## src/rtl/symme_timer_mc.sv

```systemverilog
// Multi-mode PWM time base: up, down or symmetric counter with NCMP compare
// channels, double-buffered configuration and an optional one-shot period.
module symme_timer_mc #(
  parameter int WIDTH = 32,
  parameter int NCMP  = 2
) (
  input  logic                  clk,
  input  logic                  rst,
  input  logic                  en,
  input  logic [1:0]            cfg_mode,
  input  logic [WIDTH-1:0]      cfg_max,
  input  logic [NCMP*WIDTH-1:0] cfg_cmp,
  input  logic                  cfg_oneshot,
  output logic [WIDTH-1:0]      cnt,
  output logic                  dir,
  output logic                  active,
  output logic                  prd_pulse,
  output logic [NCMP-1:0]       pwm_out
);

  typedef enum logic [1:0] {IDLE, RUN, DONE} state_t;

  localparam logic [1:0]       M_UP  = 2'd0;
  localparam logic [1:0]       M_DN  = 2'd1;
  localparam logic [1:0]       M_SYM = 2'd2;
  localparam logic [WIDTH-1:0] ONE   = WIDTH'(1);

  function automatic logic [WIDTH-1:0] norm_max(input logic [WIDTH-1:0] m);
    return (m == '0) ? ONE : m;
  endfunction

  function automatic logic [1:0] norm_mode(input logic [1:0] m);
    return (m == 2'd3) ? M_SYM : m;
  endfunction

  state_t                  state;
  logic [WIDTH-1:0]        max_s;
  logic [1:0]              mode_s;
  logic [NCMP*WIDTH-1:0]   cmp_s;
  logic                    os_s;

  logic [WIDTH-1:0]        ld_max;
  logic [1:0]              ld_mode;
  logic [WIDTH-1:0]        ld_cnt;
  logic                    ld_dir;
  logic                    term;

  // Values a period boundary loads: new shadows plus the new mode's start point.
  always_comb begin
    ld_max  = norm_max(cfg_max);
    ld_mode = norm_mode(cfg_mode);
    ld_cnt  = (ld_mode == M_DN) ? ld_max : '0;
    ld_dir  = (ld_mode == M_DN);
  end

  always_comb begin
    term = 1'b0;
    case (mode_s)
      M_UP:    term = (cnt == max_s);
      M_DN:    term = (cnt == '0);
      default: term = dir && (cnt == ONE);
    endcase
  end

  assign active    = (state == RUN);
  assign prd_pulse = active && term;

  always_comb begin
    pwm_out = '0;
    for (int i = 0; i < NCMP; i++)
      pwm_out[i] = active && (cnt < cmp_s[i*WIDTH +: WIDTH]);
  end

  always_ff @(posedge clk) begin
    if (rst) begin
      state  <= IDLE;
      cnt    <= '0;
      dir    <= 1'b0;
      max_s  <= ONE;
      mode_s <= M_UP;
      cmp_s  <= '0;
      os_s   <= 1'b0;
    end else if (!en) begin
      state <= IDLE;
      cnt   <= '0;
      dir   <= 1'b0;
    end else begin
      case (state)
        IDLE: begin
          state  <= RUN;
          max_s  <= ld_max;
          mode_s <= ld_mode;
          cmp_s  <= cfg_cmp;
          os_s   <= cfg_oneshot;
          cnt    <= ld_cnt;
          dir    <= ld_dir;
        end
        RUN: begin
          if (term) begin
            if (os_s) begin
              state <= DONE;
              cnt   <= '0;
              dir   <= 1'b0;
            end else begin
              max_s  <= ld_max;
              mode_s <= ld_mode;
              cmp_s  <= cfg_cmp;
              os_s   <= cfg_oneshot;
              cnt    <= ld_cnt;
              dir    <= ld_dir;
            end
          end else begin
            case (mode_s)
              M_UP: cnt <= cnt + ONE;
              M_DN: cnt <= cnt - ONE;
              default: begin
                // Symmetric: turn around on the edge the count reaches the top.
                if (!dir) begin
                  cnt <= cnt + ONE;
                  dir <= ((cnt + ONE) == max_s);
                end else begin
                  cnt <= cnt - ONE;
                end
              end
            endcase
          end
        end
        DONE: begin
          cnt <= '0;
          dir <= 1'b0;
        end
        default: begin
          state <= IDLE;
          cnt   <= '0;
          dir   <= 1'b0;
        end
      endcase
    end
  end

endmodule

```

## config.mk

```make
export PLATFORM = sky130hd
export DESIGN_NAME = symme_timer_mc
export DESIGN_NICKNAME = d
export VERILOG_FILES = /design/src/rtl/symme_timer_mc.sv
export SDC_FILE = /design/constraint.sdc
export NUM_CORES = 1
export LEC_CHECK = 0
export ABC_AREA = 1
export CAP_MARGIN = 0
export CORE_MARGIN = 4
export CORE_UTILIZATION = 60
export CTS_CLUSTER_DIAMETER = 150
export DETAILED_ROUTE_END_ITERATION = 16
export HOLD_SLACK_MARGIN = 0.12
export PLACE_DENSITY = 0.86
export SYNTH_ARGS = -nofsm -noshare
export SYNTH_HDL_FRONTEND = slang
export SYNTH_SLANG_ARGS = --single-unit
export TNS_END_PERCENT = 20
```

## constraint.sdc

```tcl
create_clock -name clk -period 5.5 [get_ports clk]
set_input_delay 1.1 -clock clk [delete_from_list [all_inputs] [get_ports clk]]
set_output_delay 1.1 -clock clk [all_outputs]
set_load 0.02 [all_outputs]
```

# Word-level counts from Yosys, hierarchy flattened
# Index checks and enable logic that the tools add are counted.
# W data, S select, Z words.
totals:
  register_bits: 134
  in_bits: 102
  wordCells: 68
op_classes:
  add_sub_neg: 2
  n_lt_le_gt_ge: 2
  eq_ne: 12
  n_mux: 29
  bitwise: 2
  reduce_logical: 14
ops:
  columns: ["operator", "n"]
  rows:
  - ["$mux W32", 7]
  - ["$pmux W32 S2", 3]
  - ["$mux W64", 2]
  - ["$pmux W64 S2", 1]
  - ["$eq A32 B32 Y1", 2]
  - ["$logic_not A32 Y1", 2]
  - ["$lt A32 B32 Y1", 2]
  - ["$add A32 B1 Y32 const B", 1]
  - ["$eq A32 B1 Y1 const B", 1]
  - ["$sub A32 B1 Y32 const B", 1]
  - ["$mux W2", 5]
  - ["$eq A2 B1 Y1 const B", 3]
  - ["$mux W1", 6]
  - ["$pmux W1 S2", 3]
  - ["$pmux W2 S3", 1]
  - ["$reduce_and A3 Y1", 2]
  - ["$eq A2 B2 Y1 const B", 2]
  - ["$logic_and A1 B1 Y1", 4]
  - ["$logic_not A2 Y1", 2]
  - ["$ne A2 B1 Y1 const B", 2]
  - ["$pmux W2 S2", 1]
  - ["$reduce_and A4 Y1", 1]
  - ["$reduce_or A2 Y1", 2]
  - ["$ne A3 B2 Y1 const B", 1]
  - ["3 further kinds", 4]

# Longest topological paths before layout
logic_depth:
  ltp_word: 7
  mapped_depth: 19
  mapped_depth_nobuf: 16

# Least setup slack after synthesis
# No wires, ideal clock.
synth_timing:
  path_type: "reg2out"
  start: "register cnt[16]"
  end: "output prd_pulse"
  arrival_time_ns: 1.863
  t_required_ns: 4.400
  setup_slack_ns: 2.537
  path_stages_with_launch: 15
  path_buffers: 2
  path_cell_list: "dfxtp_1 > buf_2 > inv_2 > nand2_1 > nand2_1 > inv_1 > nand2_1 > nor2_1 > nand2_1 > nor2_1 > nand3_1 > nand2_2 > nand2_2 > buf_2 > nor2_1"
synth_via:
  elab_chain_cells: 4
synth_lines:
  columns: ["element", "line", "rtl"]
  rows:
  - ["from (decl)", "14", "output logic [WIDTH-1:0] cnt,"]
  - ["from (signal assigned)", "95", "cnt <= ld_cnt;"]
  - ["from (signal assigned)", "109", "cnt <= ld_cnt;"]
  - ["from (signal assigned)", "114", "M_UP: cnt <= cnt + ONE;"]
  - ["$eq A32 B1 Y1", "61", "default: term = dir && (cnt == ONE);"]
  - ["$logic_and A1 B1 Y1", "61", null]
  - ["$pmux W1 S2 (*)", "58", "case (mode_s)"]
  - ["$logic_and A1 B1 Y1 (*)", "66", "assign prd_pulse = active && term;"]
  - ["to (decl)", "17", "output logic prd_pulse,"]
# Every way passes the cells marked *; elsewhere a longest branch is shown, timed or not.

# Worst setup path in the final report
# Same ends and word-level chain as after synthesis.

==> metrics.md <==
| Metric | Value |
|---|---|
| Outcome | `finished, violations left` |
| Failing checks | `design-rule violations` |
| Wire per inst | `17.9 um` |
| Post-route ant nets | `0` |
| R2R setup slack | `1.18 ns` |
| Synth unique cells | `42` |
| Synth Flop Type | `dfxtp_1` |
| Synth top area share | `27.0%` |
| Worst VDD drop | `0.266 mV` |
| Req. time, crit path | `4.40 ns` |
| Seq/Total Area, Yosys | `27.0%` |
| Worst R2R Path Depth | `17` |
| Synthesized instance count | `1692` |
| Initial antenna violation count | `0` |
| Arr. time, crit path | `3.72 ns` |
| Clk slew on worst S/H paths | `0.08 ns` |
| Worst hold path type | `reg2reg` |
| Layout Skew | `0.0160 ns` |
| Setup TNS | `0 ns` |
| Vias per cell | `5.70` |
| Xor/xnor cell area share of the yosys netlist | `2.87%` |
| # nets final | `1958` |
| Max Slew Vio Count | `0` |
| DP Wirelength | `26200 um` |
| GP Congestion | `0.995` |
| Root Driver | `clkbuf_16` |
| Element type at the critical path end | `output port` |
| Die ar. | `18700 um2` |
| Total chip power | `3110 uW` |
| Synth area leader | `dfxtp_1` |
| Hold buffers post-CTS | `0` |
| Netlist Area Pre-Place | `9950 um2` |
| Drt initial violations | `1365` |
| Final min period | `4.82 ns` |
| Core Util, Final | `74.2%` |
| Yosys reg bits | `134` |
| Hold Path Depth | `4` |
| CP Class | `reg2out` |
| Fraction of layout cells with a size suffix above 1 | `4.10%` |
| CTS H-tree lvls | `4` |
| Max-cap violations | `0` |
| Antenna Cells | `0` |
| Compound-Gate Fraction of Synth Area | `7.73%` |
| Worst-margin pin slew | `1.10 ns` |
| I/O pin total | `139` |
| FP Rows | `46` |
| Max Root-Sink Buffers | `2` |
| # resized after CTS | `0` |
| Initial Util | `62.0%` |
| Mux contribution to synthesized area | `0%` |
| First-pass iteration count of the detailed router | `12` |
| Pin count of the biggest net entering global routing | `92` |
| Final worst-path cycle share | `87.7%` |
| Area Growth Syn to Fin | `19.8%` |
| Port bufs | `138` |
| RSZ-0062 raised after global routing | `no` |
| WL final | `36200 um` |
| Post-synth EDFFs | `0` |
| GRT overflow | `0` |
| Post-Synth Adder-Cell Area | `8.30%` |
| Main combinational cell family by area after synthesis | `simple AND/OR/NAND/NOR gates` |
| Worst relative slew slack | `26.6%` |
| Top cells by area, synth | `dfxtp_1 27%, nand2_1 20%, nor2_1 13%` |
| Fmax achieved | `207 MHz` |
| Vias in the first global route | `10700` |
| Drt drc | `1` |
| Static Leak | `0.00590 uW` |
| Total track usage | `38.7%` |
| Clock sink count | `134` |
| Simple-gate share of the synthesized area | `43.1%` |
| CTS tree | `done` |
| Overall via count from detail_route | `11500` |
| Endpoints failing hold | `0` |
| CTS buffer count | `17` |
| Post-CTS Setup Repair Bufs | `0` |
| Placeable Area | `16100 um2` |
| Die W | `137 um` |
| Synth warnings | `0` |
| Post-synth ARST share | `0%` |
| Clk_lat worst skew | `0.45 ns` |
| Die Y | `137 um` |
| Final Setup Violations | `0` |
| First-pass GRT wire length | `55700 um` |
| Startpoint types | `flip-flop` |
| Pwr Density | `261 nW/um2` |
| Synthesized Nets | `1860` |
| Worst-path maximum fanout | `32` |
| Mapped Avg Cell Area | `5.88 um2` |
area by class of cell:
cell class	instances	area, um2
Clock buffer	18	439
Clock inverter	14	134
Fill cell	1262	4140
Inverter	198	743
Multi-Input combinational cell	1291	6180
Sequential cell	134	2680
Tap cell	216	270
Timing Repair Buffer	148	1470
where the power goes:
| group | internal [uW] | switching, uW |
|---|---|---|
| combinational | 312 | 537 |
| clock | 612 | 544 |
| sequential | 1040 | 60.3 |
metrics by stage:
| stage | hold slack (ns) | setup slack, ns | std cells | instance area [um2] |
|---|---|---|---|---|
| final | 0.526 | 0.676 | 2019 | 11900 |
| after global routing | 0.560 | 0.574 | 2019 | 11900 |
| after CTS | 0.530 | 0.800 | 2019 | 11900 |
| after detailed placement | 0.507 | 1.27 | 1987 | 11300 |
| after global placement | 0.487 | 1.30 | 1987 | 11300 |
| after floorplan | 0.464 | 2.54 | 1692 | 9950 |
final timing paths:
| path | startpoint | to |
|---|---|---|
| max reg2reg | cnt[16]$_SDFF_PP0_ | cmp_s[37]$_SDFFE_PP0P_ |
| max | cnt[16]$_SDFF_PP0_ | prd_pulse |
| min | cmp_s[32]$_SDFFE_PP0P_ | cmp_s[32]$_SDFFE_PP0P_ |
| min reg2reg | cmp_s[32]$_SDFFE_PP0P_ | cmp_s[32]$_SDFFE_PP0P_ |
sequential cells by signal (all words and copies together), names as in the netlist:
| register | flops |
|---|---|
| mode_s | 2 |
| state | 2 |
| dir | 1 |
| max_s | 32 |
| cmp_s | 64 |
| os_s | 1 |
| cnt | 32 |
critical path: stages (launching register included):
cell and delay, ns:
dfxtp_1 0.87, inv_2 0.13, nand2_1 0.11, nand2_1 0.06, inv_1 0.05, nand2_1 0.05
nor2_1 0.09, nand2_1 0.08, nor2_1 0.08, nand3_1 0.08, nand2_2 0.09, nand2_2 0.48
nor2_1 0.43, clkdlybuf4s50_1 0.67
cells in the mapped netlist (2+ instances only):
cell type / count
nand2_2: 2
a21oi_1: 79
dfxtp_1: 134
o21ai_0: 38
nor3_1: 6
xor2_1: 25
o31ai_1: 4
nand4_1: 29
nand3_1: 118
o211ai_1: 5
ha_1: 66
nor2_2: 4
clkbuf_1: 29
buf_2: 29
a21o_1: 2
inv_1: 181
nand3b_1: 7
or2_2: 4
nor2_1: 333
buf_6: 7
nor4_1: 7
o21ai_1: 2
clkinv_1: 3
buf_1: 3
nand2_1: 534
o2111ai_1: 4
o22ai_1: 3
inv_2: 14
and2_1: 2
a211oi_1: 2
xnor2_1: 5
cells by family (layout without fill, tap and decap cells):
logic type                 after synthesis  count (layout)
and+or+nand+nor                       1052            1052
AOI/OAI and AO/OA                      142             142
adders and majority gates               66              66
DFF                                    134             134
buffers and inverters                  267             378
xor gates and xnor gates                31              31
metal layers:
layer	track usage, %	vias up	part of all wire, %
li1	-	5504	-
met3	7.13	160	10
met4	20.1	0	5.8
met5	0	-	0
met2	62.6	720	45
met1	49.1	5131	39
cells in the final DEF, fill, tap and decap left out, types with 3 or more instances in the layout:
master | synthesis | routed
or2_2 | 4 | 4
inv_1 | 181 | 181
nand2_1 | 534 | 534
buf_4 | 1 | 9
nor2_2 | 4 | 6
clkinv_4 | 0 | 4
clkinv_1 | 3 | 3
xor2_1 | 25 | 25
nor4_1 | 7 | 7
o21ai_0 | 38 | 38
o2111ai_1 | 4 | 4
dfxtp_1 | 134 | 134
a21oi_1 | 79 | 79
nand3_1 | 118 | 118
clkbuf_16 | 0 | 17
o211ai_1 | 5 | 5
nor3_1 | 6 | 6
nand3b_1 | 7 | 7
o31ai_1 | 4 | 4
o22ai_1 | 3 | 3
nand4_1 | 29 | 29
inv_2 | 14 | 14
ha_1 | 66 | 66
inv_6 | 0 | 4
xnor2_1 | 5 | 5
inv_8 | 0 | 5
clkdlybuf4s50_1 | 0 | 138
nor2_1 | 333 | 330
No activity file was read; power rests on OpenSTA's default activity.
==> edit, RTL diff (config.mk and constraints unchanged) <==
Set the parameter `NCMP` to 4 (it was 2).
--- a/src/rtl/symme_timer_mc.sv
+++ b/src/rtl/symme_timer_mc.sv
@@ -4,3 +4,3 @@
   parameter int WIDTH = 32,
-  parameter int NCMP  = 2
+  parameter int NCMP  = 4
 ) (
Interface: changed (resized cfg_cmp and pwm_out); port bits go from 139 to 205. The function was not compared with the original's and may differ.
==> edit against the unedited design <==
- sequential cell count increased by 64
- register-to-register slack better by 520 ps
- largest cell class unchanged
- sequential share of layout area up 3.4 points
- setup slack better by 270 ps
- synthesized cell count is 8.3% higher
- design area rose by 28%
- total power rose by 24%
- final cell count rose by 12%
- utilization rose by 0.33 points
- area after synthesis increased by 27%
- worst hold slack worse by 76 ps
- routed wire length is 14% higher
- critical endpoint is now pwm_out[3]
==> edit: results <==
set metrics [dict create \
    nets 2281 \
    layout.nonclk_buf_share_pct 14.0 \
    swShare_pct 34.0 \
    hold_path_depth 2 \
    dp.cells 2239 \
    min_period_ps 4550 \
    internal_power_mw 2.54 \
    syn_inst 1833 \
    synth_common_cells "nand2_1 (359), a21oi_1 (269), inv_1 (233), o21ai_0 (199), dfxtp_1 (198)" \
    pg_comb_mw 0.939 \
    drt_iter0_drc 1204 \
    whs_ps 450 \
    place_ws_ps 1560 \
    pg_seq_mw 1.62 \
    synth_cell_type_count 46 \
    grt_pass1_wl_um 64300 \
    outcome "finished clean" \
    path_max_fanout 15 \
    arrival_ps 3450 \
    clock_area_share_pct 3.96 \
    nWellTaps 270 \
    r2r_cells 13 \
    drt-total-wl_um 41100 \
    rrSetupSlack_ps 1700 \
    fin_worst_skew_ps 17.5 \
    grt_usage_pct 33.7 \
    inv_count 242 \
    firstDrtPassIters 8 \
    portBuffers 204 \
    path_clk_slew_ps 90 \
    grt_max_degree 275 \
    wl_per_cell_um 18.1 \
    grt_use_met3_pct 6.84 \
    top_regs "cmp_s: 128 flops, cnt: 32 flops, max_s: 32 flops" \
    placed_area_sq_um 14700 \
    multi_input_cells 1314 \
    async_flop_share_pct 0 \
    critical-path-top-delay-family "flip-flops" \
    synth.area.top_cells "dfxtp_1 (31%), ha_1 (13%), nand2_1 (11%)" \
    place.gp.congestion 1.01 \
    layout-drive-gt1-share_pct 3.45 \
    fin_util_pct 74.6 \
    multi_input_area_sq_um 7330 \
    dp_hpwl_um 30700 \
    slew_headroom_pct 28.6 \
    regArea_sq_um 3960 \
    grtUsageMet1_pct 44.1 \
    yosysSeqAreaShare_pct 31.3 \
    grtUsageMet2_pct 56.4 \
    slowest_delay_ps 760 \
    clk_latency_ps 450 \
]
==> edit: cell count changes in the layout (fill, tap and decap cells not counted), moves of 64 or more <==
| cell | change |
|---|---|
| a21oi_1 | +190 |
| clkdlybuf4s50_1 | +66 |
| dfxtp_1 | +64 |
| nand2_1 | -175 |
| nor2_1 | -203 |
| o21ai_0 | +161 |
==> edit: worst paths after layout <==
path         startpoint         end
min reg2reg   cmp_s[96]   cmp_s[96]
max reg2reg     cnt[26]  cmp_s[107]
min           cmp_s[96]   cmp_s[96]
max              cnt[6]  pwm_out[3]
==> edit: logic make-up after synthesis <==
family | count (synthesis) | synth area share, %
fa+ha+maj | 127 | 12.6
flops | 198 | 31.3
simple gates | 635 | 21.7
buf+inv | 321 | 10.7
xor+xnor | 30 | 2.08
compound gates | 522 | 21.7
==> edit: routing by layer <==
layer | up-vias | share of wire (%)
met5 | - | 0
met4 | 0 | 2.5
met3 | 95 | 9.6
met2 | 657 | 46
met1 | 5919 | 41
li1 | 6410 | -
